<file path="config.mk">
export PLATFORM = sky130hd
export DESIGN_NAME = rx_unstuff_flat
export DESIGN_NICKNAME = d
export VERILOG_FILES = /design/src/rtl/rx_unstuff_if.sv /design/src/rtl/rx_unstuff.sv /design/src/flat_wrapper.sv
export SDC_FILE = /design/constraint.sdc
export NUM_CORES = 1
export LEC_CHECK = 0
export CAP_MARGIN = 20
export CORE_MARGIN = 4
export CORE_UTILIZATION = 44
export CTS_CLUSTER_DIAMETER = 200
export CTS_CLUSTER_SIZE = 10
export DETAILED_ROUTE_END_ITERATION = 8
export MAX_ROUTING_LAYER = met4
export PLACE_DENSITY = 0.69
export SLEW_MARGIN = 20
export SYNTH_ARGS = -nofsm -noshare
export SYNTH_HDL_FRONTEND = slang
export SYNTH_SLANG_ARGS = --single-unit
export TNS_END_PERCENT = 30
</file>
<file path="constraint.sdc">
create_clock -name clock -period 1.6 [get_ports clock]
set_input_delay 0.16 -clock clock [delete_from_list [all_inputs] [get_ports clock]]
set_output_delay 0.16 -clock clock [all_outputs]
set_load 0.05 [all_outputs]
</file>
<file path="src/rtl/rx_unstuff_if.sv">
// Line-side strobe/data inputs and receiver-side serial outputs of the
// receive front end, grouped for one connection.
interface rx_unstuff_if;
    logic bit_strobe;
    logic rx_dp;
    logic rx_dm;
    logic RCS;
    logic RDI;
    logic halt_rx;
    logic rx_eop;
    logic rx_err;

    modport master (
        output bit_strobe, rx_dp, rx_dm,
        input  RCS, RDI, halt_rx, rx_eop, rx_err
    );

    modport slave (
        input  bit_strobe, rx_dp, rx_dm,
        output RCS, RDI, halt_rx, rx_eop, rx_err
    );
endinterface

</file>
<file path="src/rtl/rx_unstuff.sv">
// Receive front end: NRZI decode, SYNC hunt, bit unstuffing and EOP detection,
// presenting one unstuffed bit per non-halted clock to the downstream shifter.
module rx_unstuff #(
    parameter int MAX_ONES   = 6,
    parameter int SYNC_ZEROS = 5
) (
    input  logic        clock,
    input  logic        reset,
    rx_unstuff_if.slave bus
);
    typedef enum logic [2:0] {HUNT, DATA, EOP, ABORT, ABORT_SE0} state_t;
    typedef enum logic [1:0] {SE0 = 2'b00, LK = 2'b01, LJ = 2'b10, SE1 = 2'b11} line_t;

    localparam logic [2:0] MAX_ONES_C   = 3'(MAX_ONES);
    localparam logic [2:0] SYNC_ZEROS_C = 3'(SYNC_ZEROS);
    localparam logic [2:0] ZERO_SAT     = 3'd7;

    state_t     state;
    logic       prev_j;
    logic [2:0] zero_cnt;
    logic [2:0] ones_cnt;
    logic       rcs;
    logic       rdi;
    logic       halt;
    logic       eop;
    logic       err;

    line_t line;
    logic  is_jk;
    logic  bit_val;

    assign line    = line_t'({bus.rx_dp, bus.rx_dm});
    assign is_jk   = (line == LJ) || (line == LK);
    assign bit_val = ((line == LJ) == prev_j);

    always_ff @(posedge clock) begin
        if (!reset) begin
            state    <= HUNT;
            prev_j   <= 1'b1;
            zero_cnt <= '0;
            ones_cnt <= '0;
            rcs      <= 1'b0;
            rdi      <= 1'b0;
            halt     <= 1'b0;
            eop      <= 1'b0;
            err      <= 1'b0;
        end else begin
            // NOTE: defaults first; a later non-blocking assignment in the same block overrides them.
            eop  <= 1'b0;
            err  <= 1'b0;
            halt <= rcs;
            if (bus.bit_strobe) begin
                halt <= 1'b0;
                if (is_jk) prev_j <= (line == LJ);
                case (state)
                    HUNT: begin
                        rcs <= 1'b0;
                        if (!is_jk) begin
                            zero_cnt <= '0;
                            prev_j   <= 1'b1;
                        end else if (!bit_val) begin
                            if (zero_cnt != ZERO_SAT) zero_cnt <= zero_cnt + 3'd1;
                        end else if (zero_cnt >= SYNC_ZEROS_C) begin
                            // The closing SYNC 1 already counts toward the stuffing run.
                            state    <= DATA;
                            ones_cnt <= 3'd1;
                            zero_cnt <= '0;
                        end else begin
                            zero_cnt <= '0;
                        end
                    end
                    DATA: begin
                        case (line)
                            SE0: begin
                                state <= EOP;
                                rcs   <= 1'b0;
                            end
                            SE1: begin
                                state <= ABORT;
                                rcs   <= 1'b0;
                                err   <= 1'b1;
                            end
                            default: begin
                                if (ones_cnt == MAX_ONES_C) begin
                                    if (bit_val) begin
                                        state <= ABORT;
                                        rcs   <= 1'b0;
                                        err   <= 1'b1;
                                    end else begin
                                        rcs      <= 1'b1;
                                        halt     <= 1'b1;
                                        ones_cnt <= '0;
                                    end
                                end else begin
                                    rcs      <= 1'b1;
                                    rdi      <= bit_val;
                                    ones_cnt <= bit_val ? ones_cnt + 3'd1 : 3'd0;
                                end
                            end
                        endcase
                    end
                    EOP: begin
                        rcs <= 1'b0;
                        if (line == LJ) begin
                            state    <= HUNT;
                            eop      <= 1'b1;
                            prev_j   <= 1'b1;
                            zero_cnt <= '0;
                        end else if (line != SE0) begin
                            state <= ABORT;
                            err   <= 1'b1;
                        end
                    end
                    ABORT: begin
                        rcs <= 1'b0;
                        if (line == SE0) state <= ABORT_SE0;
                    end
                    ABORT_SE0: begin
                        rcs <= 1'b0;
                        if (line == LJ) begin
                            state    <= HUNT;
                            prev_j   <= 1'b1;
                            zero_cnt <= '0;
                        end else if (line != SE0) begin
                            state <= ABORT;
                        end
                    end
                    default: begin
                        state <= HUNT;
                        rcs   <= 1'b0;
                    end
                endcase
            end
        end
    end

    assign bus.RCS     = rcs;
    assign bus.RDI     = rdi;
    assign bus.halt_rx = halt;
    assign bus.rx_eop  = eop;
    assign bus.rx_err  = err;
endmodule

</file>
<file path="src/flat_wrapper.sv">
// flat-port wrapper written by rule: the top's interface ports become plain ports
module rx_unstuff_flat 
#(
    parameter int MAX_ONES   = 6,
    parameter int SYNC_ZEROS = 5
)
  (clock, reset, bus_bit_strobe, bus_rx_dp, bus_rx_dm, bus_RCS, bus_RDI, bus_halt_rx, bus_rx_eop, bus_rx_err);
  rx_unstuff_if bus_i ();
  input  logic clock;
  input  logic reset;
  input wire logic [$bits(bus_i.bit_strobe)-1:0] bus_bit_strobe;
  input wire logic [$bits(bus_i.rx_dp)-1:0] bus_rx_dp;
  input wire logic [$bits(bus_i.rx_dm)-1:0] bus_rx_dm;
  output wire logic [$bits(bus_i.RCS)-1:0] bus_RCS;
  output wire logic [$bits(bus_i.RDI)-1:0] bus_RDI;
  output wire logic [$bits(bus_i.halt_rx)-1:0] bus_halt_rx;
  output wire logic [$bits(bus_i.rx_eop)-1:0] bus_rx_eop;
  output wire logic [$bits(bus_i.rx_err)-1:0] bus_rx_err;
  assign bus_i.bit_strobe = bus_bit_strobe;
  assign bus_i.rx_dp = bus_rx_dp;
  assign bus_i.rx_dm = bus_rx_dm;
  assign bus_RCS = bus_i.RCS;
  assign bus_RDI = bus_i.RDI;
  assign bus_halt_rx = bus_i.halt_rx;
  assign bus_rx_eop = bus_i.rx_eop;
  assign bus_rx_err = bus_i.rx_err;
  rx_unstuff #(.MAX_ONES(MAX_ONES), .SYNC_ZEROS(SYNC_ZEROS)) u_core (.clock(clock), .reset(reset), .bus(bus_i));
endmodule
</file>
==> impl_metrics.py <==
metrics = {
    "min_path": {
        "timing.hold.worst.class": "reg2reg",
    },
    "clock_tree": {
        "cts_tree": "done",
        "cts_hold_buffers": 0,
        "clock_tree.htree_level_count": 1,
        "clock-sinks": 15,
        "tritoncts.num_buffers": 3,
        "cts.path.max_buffers": 2,
        "clk_latency_ps": 290,
        "cts.clk_slew.worst_paths_ps": 90,
        "clock_root_buffer": "clkbuf_4",
    },
    "die": {
        "core_area_mm2": 0.00225,
        "die_h_um": 57.1,
        "die_width_um": 57.1,
        "floorplan.initialDensity_pct": 46.9,
        "dieArea_mm2": 0.00325,
        "io_pins": 10,
        "placementRows": 17,
    },
    "setup_path": {
        "worstSetupPathType": "reg2reg",
        "critical_path.max_stage_delay_ps": 350,
        "ff2ff_setup_slack_ps": 60,
        "worst_ep_required_time_ps": 1780,
        "crit_path_top_delay_cell": "or3_4",
        "crit_path_start": "u_core.zero_cnt[1]",
        "cp_top_family": "compound AO/OA/AOI/OAI gates",
        "r2r-end": "u_core.ones_cnt[0]",
        "cell_by_cell_listing_of_the_critical_path": "inv_1, ha_2, or3_4, a32oi_4, nor2_2, o211a_1",
        "critPathCapture": "u_core.ones_cnt[0]",
        "worst_setup_path_start_kind": "flip-flop",
        "worst-r2r-cell-count": 6,
        "cp_max_fo": 5,
        "worst-path-stages": 6,
        "worstReg2RegStart": "u_core.zero_cnt[1]",
        "worstPathArrival_ps": 1730,
        "critical_path.n_buffers_inverters": 1,
        "nature_of_the_critical_path_endpoint": "flip-flop",
    },
    "grt": {
        "antenna_found_initial": 0,
        "grt_pass1_vias": 1003,
        "grt_start_max_net_pins": 14,
        "groute.usage.overall_pct": 17.8,
        "grt_first_pass_wirelength_um": 4480,
        "grt.overflow.total": 0,
    },
    "routing": {
        "final_antenna_net_count": 0,
        "drt_pass1_iterations": 4,
        "dr.first_iter.drc_count": 22,
        "via_count": 1000,
        "post-route-drc-count": 0,
        "post_drt_via_cell_ratio": 5.38,
        "average_routed_wire_per_standard_cell_um": 14.0,
        "detailed_route_wl_um": 2610,
    },
    "power": {
        "total_power_uw": 793,
        "power.ir.vdd_worst_v": 0.000334,
        "cellPowerDensity_mw_per_mm2": 529,
        "leakage_power_total_nw": 0.619,
    },
    "layout": {
        "fillers": 198,
        "syn2layout_area_growth_pct": 41.7,
        "layout.area.seq_um2": 308,
        "multi_input_comb_area_um2": 776,
        "layout-drive-gt1-share_pct": 38.0,
        "fin_area_mm2": 0.00150,
        "diodes": 0,
        "final_nets": 173,
    },
    "sta": {
        "final_min_period_over_clock_period_pct": 96.5,
        "hold-worst-slack_ps": 488,
        "fmax_ghz": 0.648,
        "skew_ps": 7.76,
        "max_slew.worst_pin.slew_ps": 325,
        "final_max_slew_viol_count": 0,
        "rsz0062_at_grt": "true",
        "layout_min_cycle_time_ps": 1540,
        "hold_viol": 0,
        "max-slew-margin-rel_pct": 78.2,
        "report.final.setup_viol": 0,
    },
    "synth": {
        "synth_nets": 138,
        "cell_area_after_synthesis_mm2": 0.00106,
        "number_of_unique_standard_cell_types_used_by_synthesis": 46,
        "netlist_top_cells_count": "dfxtp_1, nand2_1, ha_1, inv_1, nor2_1",
        "asyncSetResetFlopFracSynth_pct": 0,
        "synthesis.instances": 124,
        "synth_top_area_share_pct": 28.4,
        "yosys_register_bits": 15,
        "netlist_top_cells_area": "dfxtp_1, ha_1, mux2i_1",
        "syn-mean-instance-area_um2": 8.54,
        "synth_area_leader_cell": "dfxtp_1",
        "synth-edff-count": 0,
        "synth_flop_cell": "dfxtp_1",
        "ys.warnings.count": 0,
        "synth.most_common_cell": "dfxtp_1",
        "synth_sequential_area_ratio_pct": 28.4,
    },
    "status": {
        "run_status": "finished clean",
    },
    "flow_run": {
        "maxCapViolCount": 0,
    },
    "placed_design": {
        "total_of_buffers_placed_on_input_and_output_ports": 9,
        "place_hpwl_um": 1960,
        "place_area_mm2": 0.00138,
        "gp_congestion": 0.907,
    },
}
## cell families (layout without fill, tap and decap cells)
logic type	Yosys count	after routing	synth area share (%)
buffers and inverters	16	50	6.62
DFF	15	15	28.4
muxes	5	5	4.73
adders and majority gates	10	10	11.6
and+or+nand+nor	49	49	25.1
xor gates and xnor gates	3	3	3.90
AOI/OAI and AO/OA	26	26	19.7
## final cells by class
type / count / share of cell area, %
sequential: 15 / 20.5
clock buffer: 4 / 1.75
multi-input combinational: 93 / 51.7
timing repair buffer: 38 / 21.5
inverter: 8 / 2.17
tap: 28 / 2.34
## sequential cells by signal, summed over array words and instances, names as in the netlist
| signal | flops |
|---|---|
| u_core.bus.RCS | 1 |
| u_core.state | 3 |
| u_core.bus.rx_eop | 1 |
| u_core.bus.RDI | 1 |
| u_core.zero_cnt | 3 |
| u_core.ones_cnt | 3 |
| u_core.bus.halt_rx | 1 |
| u_core.prev_j | 1 |
| u_core.bus.rx_err | 1 |
## cell usage in the layout (no fill, tap or decap), types with 2 or more instances in the layout
master / instances
mux2i_1: 5
buf_12: 2
buf_6: 2
o21ai_0: 2
or4_1: 2
buf_4: 30
dfxtp_2: 3
or3_1: 3
a21oi_1: 5
nand3_1: 4
a31oi_1: 2
or2_0: 3
inv_1: 6
nor2b_1: 2
nand2b_1: 3
dfxtp_1: 11
clkbuf_4: 3
o211ai_2: 2
ha_4: 2
nand2_1: 12
nand4_1: 3
clkdlybuf4s50_1: 2
or3_4: 2
o21a_1: 2
nor2_1: 6
ha_1: 6
## worst register-to-register path, stage by stage, from the launching register on
cell     delay (ps)
dfxtp_2         340
inv_1            40
ha_2            150
or3_4           350
a32oi_4         290
nor2_2           80
o211a_1         200
## through the flow
stage	setup slack (ps)	util [%]	instances	TNS (ps)
finish	56.2	66.5	186	0
global route	-23.0	66.5	186	-27.1
CTS	2.48	64.4	184	0
detailed placement	-513	61.0	178	-4450
global placement	-488	61.0	178	-4010
floorplan	14.8	-	124	0
## power breakdown
part	internal, mW	switching [mW]
registers	0.377	0.00659
clock network	0.0967	0.129
logic	0.103	0.0806
## how the worst min path moves through the flow
| stage | from | cells past startpoint | end | slack [ps] |
|---|---|---|---|---|
| 2_1_floorplan | reset | 2 | u_core.bus.rx_eop | 310 |
| 3_3_place_gp | u_core.bus.RDI | 2 | u_core.bus.RDI | 460 |
| 3_5_place_dp | u_core.ones_cnt[1] | 2 | u_core.ones_cnt[1] | 480 |
| 4_1_cts | u_core.ones_cnt[1] | 2 | u_core.ones_cnt[1] | 490 |
| 5_1_grt | u_core.ones_cnt[1] | 2 | u_core.ones_cnt[1] | 520 |
| 6_report | u_core.bus.RDI | 2 | u_core.bus.RDI | 490 |
## metal layers
metal	up-vias	wire, um	global-route usage [%]
li1	514	-	-
met1	476	1170	20.5
met2	8	1370	31.2
met3	2	47	2.94
met4	0	17	5.63
met5	-	0	-
## repair_timing
| action | CTS | global route |
|---|---|---|
| setup endpoints to repair | 7 | 4 |
| pin swaps | 3 | 3 |
| buffers inserted | 2 | 2 |
| gates resized for setup | 10 | 11 |
(Power assumes the default switching activity.)
